### src/rtl/mem_arb_pkg.sv
// Shared types and constants for the two-requester SRAM arbiter.
package mem_arb_pkg;

    localparam int ADDR_W = 32;
    localparam int DATA_W = 32;
    localparam int STRB_W = 4;

    typedef enum logic [1:0] {
        S_IDLE = 2'd0,
        S_ADDR = 2'd1,
        S_DATA = 2'd2
    } state_t;

    localparam logic GNT_INST = 1'b0;
    localparam logic GNT_DATA = 1'b1;

endpackage

### src/rtl/mem_arb_pick.sv
// Combinational winner selection between the fetch and load/store requesters.
module mem_arb_pick
    import mem_arb_pkg::*;
(
    input  logic inst_req,
    input  logic data_req,
    input  logic last_gnt,
    output logic winner
);

    // On a tie the requester that was not granted last wins; a constant
    // last_gnt of GNT_INST therefore yields fixed data-over-inst priority.
    always_comb begin
        winner = GNT_INST;
        if (inst_req && data_req) begin
            winner = (last_gnt == GNT_DATA) ? GNT_INST : GNT_DATA;
        end else if (data_req) begin
            winner = GNT_DATA;
        end
    end

endmodule

### src/rtl/mem_arbiter.sv
// Arbitrates fetch and load/store requests onto one SRAM-like port, one transaction at a time.
// Define MEM_ARB_RR_EN for round-robin tie breaking; default is fixed data-over-inst priority.
module mem_arbiter
    import mem_arb_pkg::*;
(
    input  logic              clk,
    input  logic              reset,
    input  logic              inst_req,
    input  logic [STRB_W-1:0] inst_wstrb,
    input  logic [ADDR_W-1:0] inst_addr,
    input  logic [DATA_W-1:0] inst_wdata,
    output logic              inst_addr_ok,
    output logic              inst_data_ok,
    input  logic              data_req,
    input  logic [STRB_W-1:0] data_wstrb,
    input  logic [ADDR_W-1:0] data_addr,
    input  logic [DATA_W-1:0] data_wdata,
    output logic              data_addr_ok,
    output logic              data_data_ok,
    output logic [DATA_W-1:0] rdata,
    output logic              mem_req,
    output logic [STRB_W-1:0] mem_wstrb,
    output logic [ADDR_W-1:0] mem_addr,
    output logic [DATA_W-1:0] mem_wdata,
    input  logic              mem_addr_ok,
    input  logic              mem_data_ok,
    input  logic [DATA_W-1:0] mem_rdata
);

    state_t state, state_nxt;
    logic   gnt, gnt_nxt;
    logic   load_gnt;
    logic   winner;
    logic   last_gnt;
    logic   any_req;

    assign any_req = inst_req | data_req;

    mem_arb_pick u_pick (
        .inst_req (inst_req),
        .data_req (data_req),
        .last_gnt (last_gnt),
        .winner   (winner)
    );

`ifdef MEM_ARB_RR_EN
    logic last_q;

    always_ff @(posedge clk or posedge reset) begin
        if (reset) begin
            last_q <= GNT_INST;
        end else if (load_gnt) begin
            last_q <= winner;
        end
    end

    assign last_gnt = last_q;
`else
    assign last_gnt = GNT_INST;
`endif

    always_ff @(posedge clk or posedge reset) begin
        if (reset) begin
            state <= S_IDLE;
            gnt   <= GNT_INST;
        end else begin
            state <= state_nxt;
            gnt   <= gnt_nxt;
        end
    end

    always_comb begin
        state_nxt    = state;
        load_gnt     = 1'b0;
        mem_req      = 1'b0;
        mem_wstrb    = '0;
        mem_addr     = '0;
        mem_wdata    = '0;
        inst_addr_ok = 1'b0;
        data_addr_ok = 1'b0;
        inst_data_ok = 1'b0;
        data_data_ok = 1'b0;

        case (state)
            S_IDLE: begin
                if (any_req) begin
                    load_gnt  = 1'b1;
                    state_nxt = S_ADDR;
                end
            end
            // Request fields follow the granted requester's live inputs.
            S_ADDR: begin
                mem_req   = 1'b1;
                mem_wstrb = (gnt == GNT_DATA) ? data_wstrb : inst_wstrb;
                mem_addr  = (gnt == GNT_DATA) ? data_addr  : inst_addr;
                mem_wdata = (gnt == GNT_DATA) ? data_wdata : inst_wdata;
                if (mem_addr_ok) begin
                    inst_addr_ok = (gnt == GNT_INST);
                    data_addr_ok = (gnt == GNT_DATA);
                    state_nxt    = S_DATA;
                end
            end
            // A pending request is granted in the response cycle to avoid an idle bubble.
            S_DATA: begin
                if (mem_data_ok) begin
                    inst_data_ok = (gnt == GNT_INST);
                    data_data_ok = (gnt == GNT_DATA);
                    if (any_req) begin
                        load_gnt  = 1'b1;
                        state_nxt = S_ADDR;
                    end else begin
                        state_nxt = S_IDLE;
                    end
                end
            end
            default: state_nxt = S_IDLE;
        endcase
    end

    assign gnt_nxt = load_gnt ? winner : gnt;
    assign rdata   = mem_rdata;

endmodule

### config.mk
export PLATFORM = sky130hd
export DESIGN_NAME = mem_arbiter
export DESIGN_NICKNAME = d
export VERILOG_FILES = /design/src/rtl/mem_arb_pkg.sv /design/src/rtl/mem_arb_pick.sv /design/src/rtl/mem_arbiter.sv
export SDC_FILE = /design/constraint.sdc
export NUM_CORES = 1
export LEC_CHECK = 0
export BUFFER_PORTS_ARGS = -buffer_cell sky130_fd_sc_hd__buf_2
export CORE_AREA = 2 2 107 109
export DETAILED_ROUTE_END_ITERATION = 12
export DIE_AREA = 0 0 109 111
export GPL_ROUTABILITY_DRIVEN = 1
export PLACE_DENSITY_LB_ADDON = 0.12
export SETUP_SLACK_MARGIN = 0.05
export SLEW_MARGIN = 25
export SYNTH_ARGS = -nofsm -noshare
export SYNTH_HDL_FRONTEND = slang
export SYNTH_HIERARCHICAL = 1
export SYNTH_SLANG_ARGS = --single-unit
### constraint.sdc
create_clock -name clk -period 1.4 [get_ports clk]
set_clock_uncertainty 0.15 [all_clocks]
set_input_delay 0.21 -clock clk [delete_from_list [all_inputs] [get_ports clk]]
set_output_delay 0.21 -clock clk [all_outputs]
set_load 0.02 [all_outputs]
==> results.md, run 1 <==
- Total track usage: 9.094%
- Tcrit/Tclk final: 125.2%
- Sequential fraction of the synthesis area: 4.946%
- Post-synth top cells: 68 x mux2i_1, 60 x nor2_1, 34 x buf_4
- Inserted Clock Buffers: 3
- Power Density: 2100 nW/um^2
- HP Class: in -> reg
- DR DRC count: 0
- Final instance area: 3133 um^2
- Distinct cells, synth: 18
- RSZ-0062 raised after global routing: true
- Fill count: 1232
- Clk buf depth: 2
- Share of the core filled with cells: 28.28%
- Post-synth EDFFs: 0
- Synthesized area per cell: 7.440 um^2
- Core area: 11080 um^2
- Initial core utilization: 13.70%
- Register bit total from synthesis: 3
- Die extent in x: 109 um
- DRT Pass-1 Iters: 3
- CTS tree: done
- Yosys warns: 6
- Cell with the most instances after synthesis: mux2i_1
- Syn Inst Count: 204
- Register area: 80.08 um^2
- Clock root cell: clkbuf_16
- WP data arrival: 1.39 ns
- PnR worst setup slack: -0.3525 ns
- Period minus WS final: 1.752 ns
- Vias/cell: 3.788
- Multi-input gate area: 1384 um^2
- First-pass GRT wire length: 9045 um
- Count of final setup violators: 74
- Die height: 111 um
- H-tree depth: 1
- CP Capture Type: output port
- Max cap viols: 0
- Final #Nets: 564
- Clock Sinks: 3
- CP Class: reg -> out
- Initial antenna violation count: 1
- Share of flip-flops with an asynchronous set or reset: 100.0%
- CP max-delay cell: dfrtp_4
- Port bufs: 214
- Dpl cell area: 2776 um^2
- Main synth FF type: dfrtp_1
- Iter 0 DRT Violations: 32
- Crit-path cells: buf_12 -> mux2i_2 -> nor2_4 -> buf_2
- Critical path's largest stage delay: 0.48 ns
- Via count: 2019
- Critical path data required time: 1.04 ns
- Final hold viol count: 0
- Ratio of cells with drive above 1 in the final layout: 84.32%
- FMAX: 570.6 MHz
- Cell row count: 39
- Full die area: 12100 um^2
- Area leader, netlist: mux2i_1
- # IOs: 279
- Final ANT Viol Nets: 0
- HPWL Detailed: 5104 um
- Clk_lat worst skew: 0.23 ns
- Syn nets: 378
- Area grow syn2layout: 106.4%
- Max-slew violations: 0
- Clock-pin slew on the worst setup and hold paths: 0.03 ns
- Mapped Area: 1518 um^2
- Routability cong.: 0.7820
- Grt ovf: 0
- Routed WL per cell: 11.54 um
- Hold depth: 2
- Largest net degree at the start of global routing: 31
- Static Leak: 1.622 nW
- Crit path max fanout: 17
- WL final: 6151 um
- FF-to-FF path depth: 3
- Worst setup SP type: flop
- Status: finished with violations
- Vias in the first global route: 1979
- Ranking of synthesized cells by area: mux2i_1 45%, buf_4 17%, nor2_1 15%
- Worst VDD drop: 0.9523 mV
- Post-synth top area share: 44.85%
- Failing checks: negative setup slack
[flip-flops by register name (all words and copies together) (netlist names)]
register / count
state: 2
gnt: 1
[per-layer routing]
layer | GRT usage (%) | up-vias | wire, um
li1 | - | 1011 | -
met4 | 2.821 | 0 | 81
met2 | 18.34 | 125 | 3312
met3 | 2.058 | 10 | 772
met1 | 8.741 | 873 | 1985
met5 | 0 | - | 0
[path summary, 6_finish.rpt]
check                                     start                    to  slack, ns
hold reg to reg            state[1]$_DFFE_PP0P_  state[1]$_DFFE_PP0P_       0.54
setup / recovery                gnt$_DFFE_PP0P_          mem_addr[28]      -0.35
max in group asynchronous                 reset       gnt$_DFFE_PP0P_       0.69
hold / removal                      mem_addr_ok  state[0]$_DFFE_PP0P_       0.08
min in group asynchronous                 reset  state[1]$_DFFE_PP0P_       0.25
setup reg to reg                gnt$_DFFE_PP0P_       gnt$_DFFE_PP0P_          0
[cells in the final DEF (no fill, tap or decap)]
| cell | synthesis | layout |
|---|---|---|
| nor2_2 | 10 | 55 |
| nand2_2 | 0 | 1 |
| diode_2 | 0 | 1 |
| conb_1 | 1 | 1 |
| buf_2 | 5 | 191 |
| dfrtp_1 | 3 | 1 |
| a21boi_2 | 1 | 1 |
| nor3b_2 | 0 | 1 |
| clkinvlp_4 | 0 | 1 |
| nor2_4 | 0 | 11 |
| clkbuf_16 | 0 | 3 |
| dfrtp_2 | 0 | 1 |
| nand2b_4 | 0 | 2 |
| buf_4 | 34 | 10 |
| nand2_1 | 2 | 1 |
| buf_12 | 0 | 6 |
| o21bai_4 | 0 | 1 |
| mux2i_4 | 0 | 1 |
| nor3_2 | 0 | 1 |
| inv_1 | 2 | 1 |
| nor3b_4 | 0 | 1 |
| o21ai_0 | 1 | 1 |
| mux2i_2 | 0 | 17 |
| nor2_1 | 60 | 4 |
| dlygate4sd3_1 | 0 | 1 |
| clkbuf_1 | 0 | 1 |
| buf_6 | 9 | 21 |
| dfrtp_4 | 0 | 1 |
| mux2i_1 | 68 | 50 |
| and3_4 | 0 | 1 |
| mux2_4 | 0 | 1 |
[logic make-up after synthesis]
| family | share of synthesized area (%) |
|---|---|
| multiplexers | 45.59 |
| AND/OR/NAND/NOR | 22.01 |
| buffers and inverters | 25.64 |
| other | 0.2471 |
| AO/OA/AOI/OAI | 1.566 |
| flip-flops | 4.946 |
[report_power, final]
group / leakage (nW) / internal (W) / switching (W)
logic: 1.55 / 0.00264 / 0.00327
clock network: 0.0382 / 0.000376 / 0.0000812
registers: 0.0349 / 0.000142 / 0.0000718
total: 1.62 / 0.00315 / 0.00343
[stage by stage]
| step | hold WS (ns) | setup WS (ns) | TNS [ns] | total power, W | cells |
|---|---|---|---|---|---|
| 2_1_floorplan | -0.1864 | -0.02520 | -0.9992 | 0.004232 | 204 |
| 3_3_place_gp | -0.05255 | -0.1291 | -5.236 | 0.005552 | 524 |
| 3_5_place_dp | -0.05432 | -0.1356 | -5.574 | 0.005550 | 524 |
| 4_1_cts | 0.06883 | -0.3647 | -22.66 | 0.006442 | 532 |
| 5_1_grt | 0.08862 | -0.4118 | -25.98 | 0.006985 | 532 |
| 6_report | 0.07900 | -0.3525 | -21.75 | 0.006580 | 533 |
[critical path: cells and delay by family (launching register included)]
family,cells,cell delay (ns)
buf+inv,2,0.36
flops,1,0.48
mux,1,0.28
simple gates,1,0.06
[cell type report]
type                    count  share of cell area, %
diodes                      1                0.07987
clock buffers               4                  2.516
inverters                   2                 0.3594
multi-input cells         151                  44.17
flip-flops and latches      3                  2.556
well taps                 143                  5.711
repair buffers            229                  44.61
[repair_timing]
item                                   in CTS  in global routing
gates resized for setup                    43                 24
hold buffers                                1                  0
setup endpoints to repair                  74                 75
setup buffers                               3                  0
endpoints found under the hold margin       3                  0
No activity file was read; power rests on OpenSTA's default activity.
==> run 2: changes to the inputs <==
--- a/config.mk
+++ b/config.mk
@@ -10,7 +10,6 @@
 export DETAILED_ROUTE_END_ITERATION = 12
 export DIE_AREA = 0 0 109 111
 export GPL_ROUTABILITY_DRIVEN = 1
-export PLACE_DENSITY_LB_ADDON = 0.12
 export SETUP_SLACK_MARGIN = 0.05
 export SLEW_MARGIN = 25
 export SYNTH_ARGS = -nofsm -noshare
==> run 2 against run 1 <==
Net effect:
- the flow still finishes with violations (negative setup slack)
- die area stayed put
- sequential power is 11% higher
- final cell count is 0.56% higher
- fmax is 4.6% lower
- wire length is 22% higher
- first-iteration DRC count is 84% higher
- combinational power is 21% higher
- critical path depth is 1 higher
- clock power hardly changed
- largest cell class unchanged
==> results.md, run 2 (synthesized netlist as in run 1, its figures left out) <==
- Power Density: 2218 nW/um^2 (+5.6%)
- Clock Sinks: 3 (unchanged)
- Vias in the first global route: 2077 (+5.0%)
- Vias/cell: 3.886 (+2.6%)
- FMAX: 544.3 MHz (-4.6%)
- Initial core utilization: 13.70% (unchanged)
- Switch share: 48.88% (-3.2 points)
- Reg2reg end: gnt$_DFFE_PP0P_
- Clock-pin slew on the worst setup and hold paths: 0.03 ns (about the same)
- Area grow syn2layout: 134.1%
- Worst setup SP type: flop
- Share of the core filled with cells: 32.08% (+3.8 points)
- Logic pwr share: 91.2% (+1.4 points)
- Port bufs: 214 (unchanged)
- Hold depth: 2 (unchanged)
- # IOs: 279 (unchanged)
- Int Pwr: 0.004028 W (+28%)
- Antenna diodes: 0 (-1)
- Max-slew violations: 0 (unchanged)
- Setup TNS: -27.03 ns (-5.284 ns)
- WL final: 7497 um (+22%)
- Crit path max fanout: 5 (-12)
- Delay-heaviest family, CP: flip-flops
- Largest net degree at the start of global routing: 40 (+29%)
- Inserted Clock Buffers: 3 (unchanged)
- Cell row count: 39 (unchanged)
- CP Buf/Inv Count: 3 (+1)
- Core area: 11080 um^2 (unchanged)
- HPWL Detailed: 5358 um (+5.0%)
- HP Class: in -> reg
- Clk_lat worst skew: 0.22 ns (about the same)
- Routed WL per cell: 13.99 um (+21%)
- Worst R2R Start: gnt$_DFFE_PP0P_
- Clk buf depth: 2 (unchanged)
- Grt ovf: 0 (unchanged)
- Commonest non-fill, non-tap cell in the layout: buf_2
- Die extent in x: 109 um (unchanged)
- Net Switching: 0.003852 W (+12%)
- Status: finished with violations
- DR DRC count: 0 (unchanged)
- Tcrit/Tclk final: 131.2% (+6.1 points)
- Worst VDD drop: 1.133 mV (+19%)
- Total track usage: 10.87% (+1.8 points)
- DRT Pass-1 Iters: 4 (+1)
- Max reg flops: 2 (unchanged)
- Non-filler instance count after layout: 536 (+0.56%)
- Period minus WS final: 1.837 ns (+0.08479 ns)
- Full die area: 12100 um^2 (unchanged)
- First-pass GRT wire length: 10290 um (+14%)
- Flop pwr share: 3.0% (-0.3 points)
- CP Class: reg -> out
- Largest regs: state: 2 flops, gnt: 1 flops
- Top reg by flops: state
- CTS tree: done
- Clock root cell: clkbuf_16
- Via count: 2083 (+3.2%)
- Fill count: 1157 (-6.1%)
- Ratio of cells with drive above 1 in the final layout: 87.53% (+3.2 points)
- CP Capture Type: output port
- Count of final setup violators: 73 (-1.4%)
- Final #Nets: 568 (+0.71%)
- Multi-input gate area: 1533 um^2 (+11%)
- PnR worst setup slack: -0.4373 ns (-0.08479 ns)
- Final ANT Viol Nets: 0 (unchanged)
- Hold endpoint: state[0]$_DFFE_PP0P_
- RSZ-0062 raised after global routing: true
- Reg-to-reg slack, setup: 0.04 ns (+0.04 ns)
- Clock power frac: 5.8% (-1.2 points)
- Hold Crit Start: mem_addr_ok
- Commonest non-fill, non-tap cells in the layout: 175 x buf_2, 55 x nor2_2, 37 x mux2i_1
- Register area: 80.08 um^2 (unchanged)
- Final hold viol count: 0 (unchanged)
- H-tree depth: 1 (unchanged)
- CP max-delay cell: dfrtp_4
- Initial antenna violation count: 0 (-1)
- Failing checks: negative setup slack
- Die height: 111 um (unchanged)
- FF-to-FF path depth: 3 (unchanged)
- Routability cong.: 0.7080 (-9.5%)
- WP data arrival: 1.48 ns (+0.09 ns)
- Total placed cells including tap cells: 519 (-0.95%)
- Crit-path cells: buf_12 -> buf_16 -> mux2i_2 -> nor2_2 -> buf_6
- Iter 0 DRT Violations: 59 (+84%)
- Critical path's largest stage delay: 0.54 ns (+0.06 ns)
- Static Leak: 1.718 nW (+5.9%)
- Critical path data required time: 1.04 ns (about the same)
- Max cap viols: 0 (unchanged)
run 2: cell types whose count changed in the layout (fill, tap and decap cells not counted), sizes merged:
cell,before,now
buf,228,231
clkbuf,4,5
diode,1,0
run 2: worst max-delay path by stage:
| stage | start | to | slack, ns | cells after the start |
|---|---|---|---|---|
| detailed placement | gnt$_DFFE_PP0P_ | mem_wdata[30] | -0.30 | 4 |
| finish | gnt$_DFFE_PP0P_ | mem_addr[10] | -0.44 | 5 |
| floorplan | state[1]$_DFFE_PP0P_ | mem_addr[30] | -0.03 | 4 |
| CTS | gnt$_DFFE_PP0P_ | mem_wdata[19] | -0.42 | 5 |
| global route | gnt$_DFFE_PP0P_ | mem_wstrb[1] | -0.47 | 5 |
| global placement | gnt$_DFFE_PP0P_ | mem_wdata[30] | -0.28 | 4 |
run 2: final cells by class:
cell class,instances,area share (%)
repair buffers,233,47.04
well taps,143,5.035
multi-input cells,151,43.13
inverters,2,0.3169
flip-flops and latches,3,2.254
clock buffers,4,2.218
run 2: per-layer routing:
metal | track usage [%] | wire length, um | vias up
met2 | 22.15 | 4170 | 114
met3 | 1.646 | 601 | 10
met5 | 0 | 0 | -
met4 | 1.709 | 35 | 0
met1 | 11.42 | 2690 | 937
li1 | - | - | 1022
run 2: power by group through the flow:
| stage | Clock [W] | Combinational [W] | Sequential, W |
|---|---|---|---|
| floorplan | 0 | 0.00406 | 0.000170 |
| global placement | 0 | 0.00509 | 0.000197 |
| detailed placement | 0 | 0.00518 | 0.000202 |
| CTS | 0.000460 | 0.00667 | 0.000228 |
| global route | 0.000478 | 0.00758 | 0.000245 |
| finish | 0.000460 | 0.00718 | 0.000237 |
run 2: through the flow:
stage,hold WS [ns],cell area (um^2),power (W),worst slack (ns)
after floorplan,-0.1864,1755,0.004232,-0.02520
after global placement,-0.06893,2714,0.005283,-0.2756
after detailed placement,-0.06773,2714,0.005379,-0.3026
after CTS,0.05888,3329,0.007360,-0.4238
after global routing,0.06820,3553,0.008299,-0.4745
final,0.06103,3553,0.007880,-0.4373
run 2: what timing repair did:
item                                    in CTS  in global routing
hold buffers                                 1                  0
pin swaps                                    4                  8
buffers inserted                             3                  2
endpoints found under the setup margin      74                 74
gates cloned                                 6                  1
resized for setup                           94                 39
endpoints found under the hold margin        3                  0
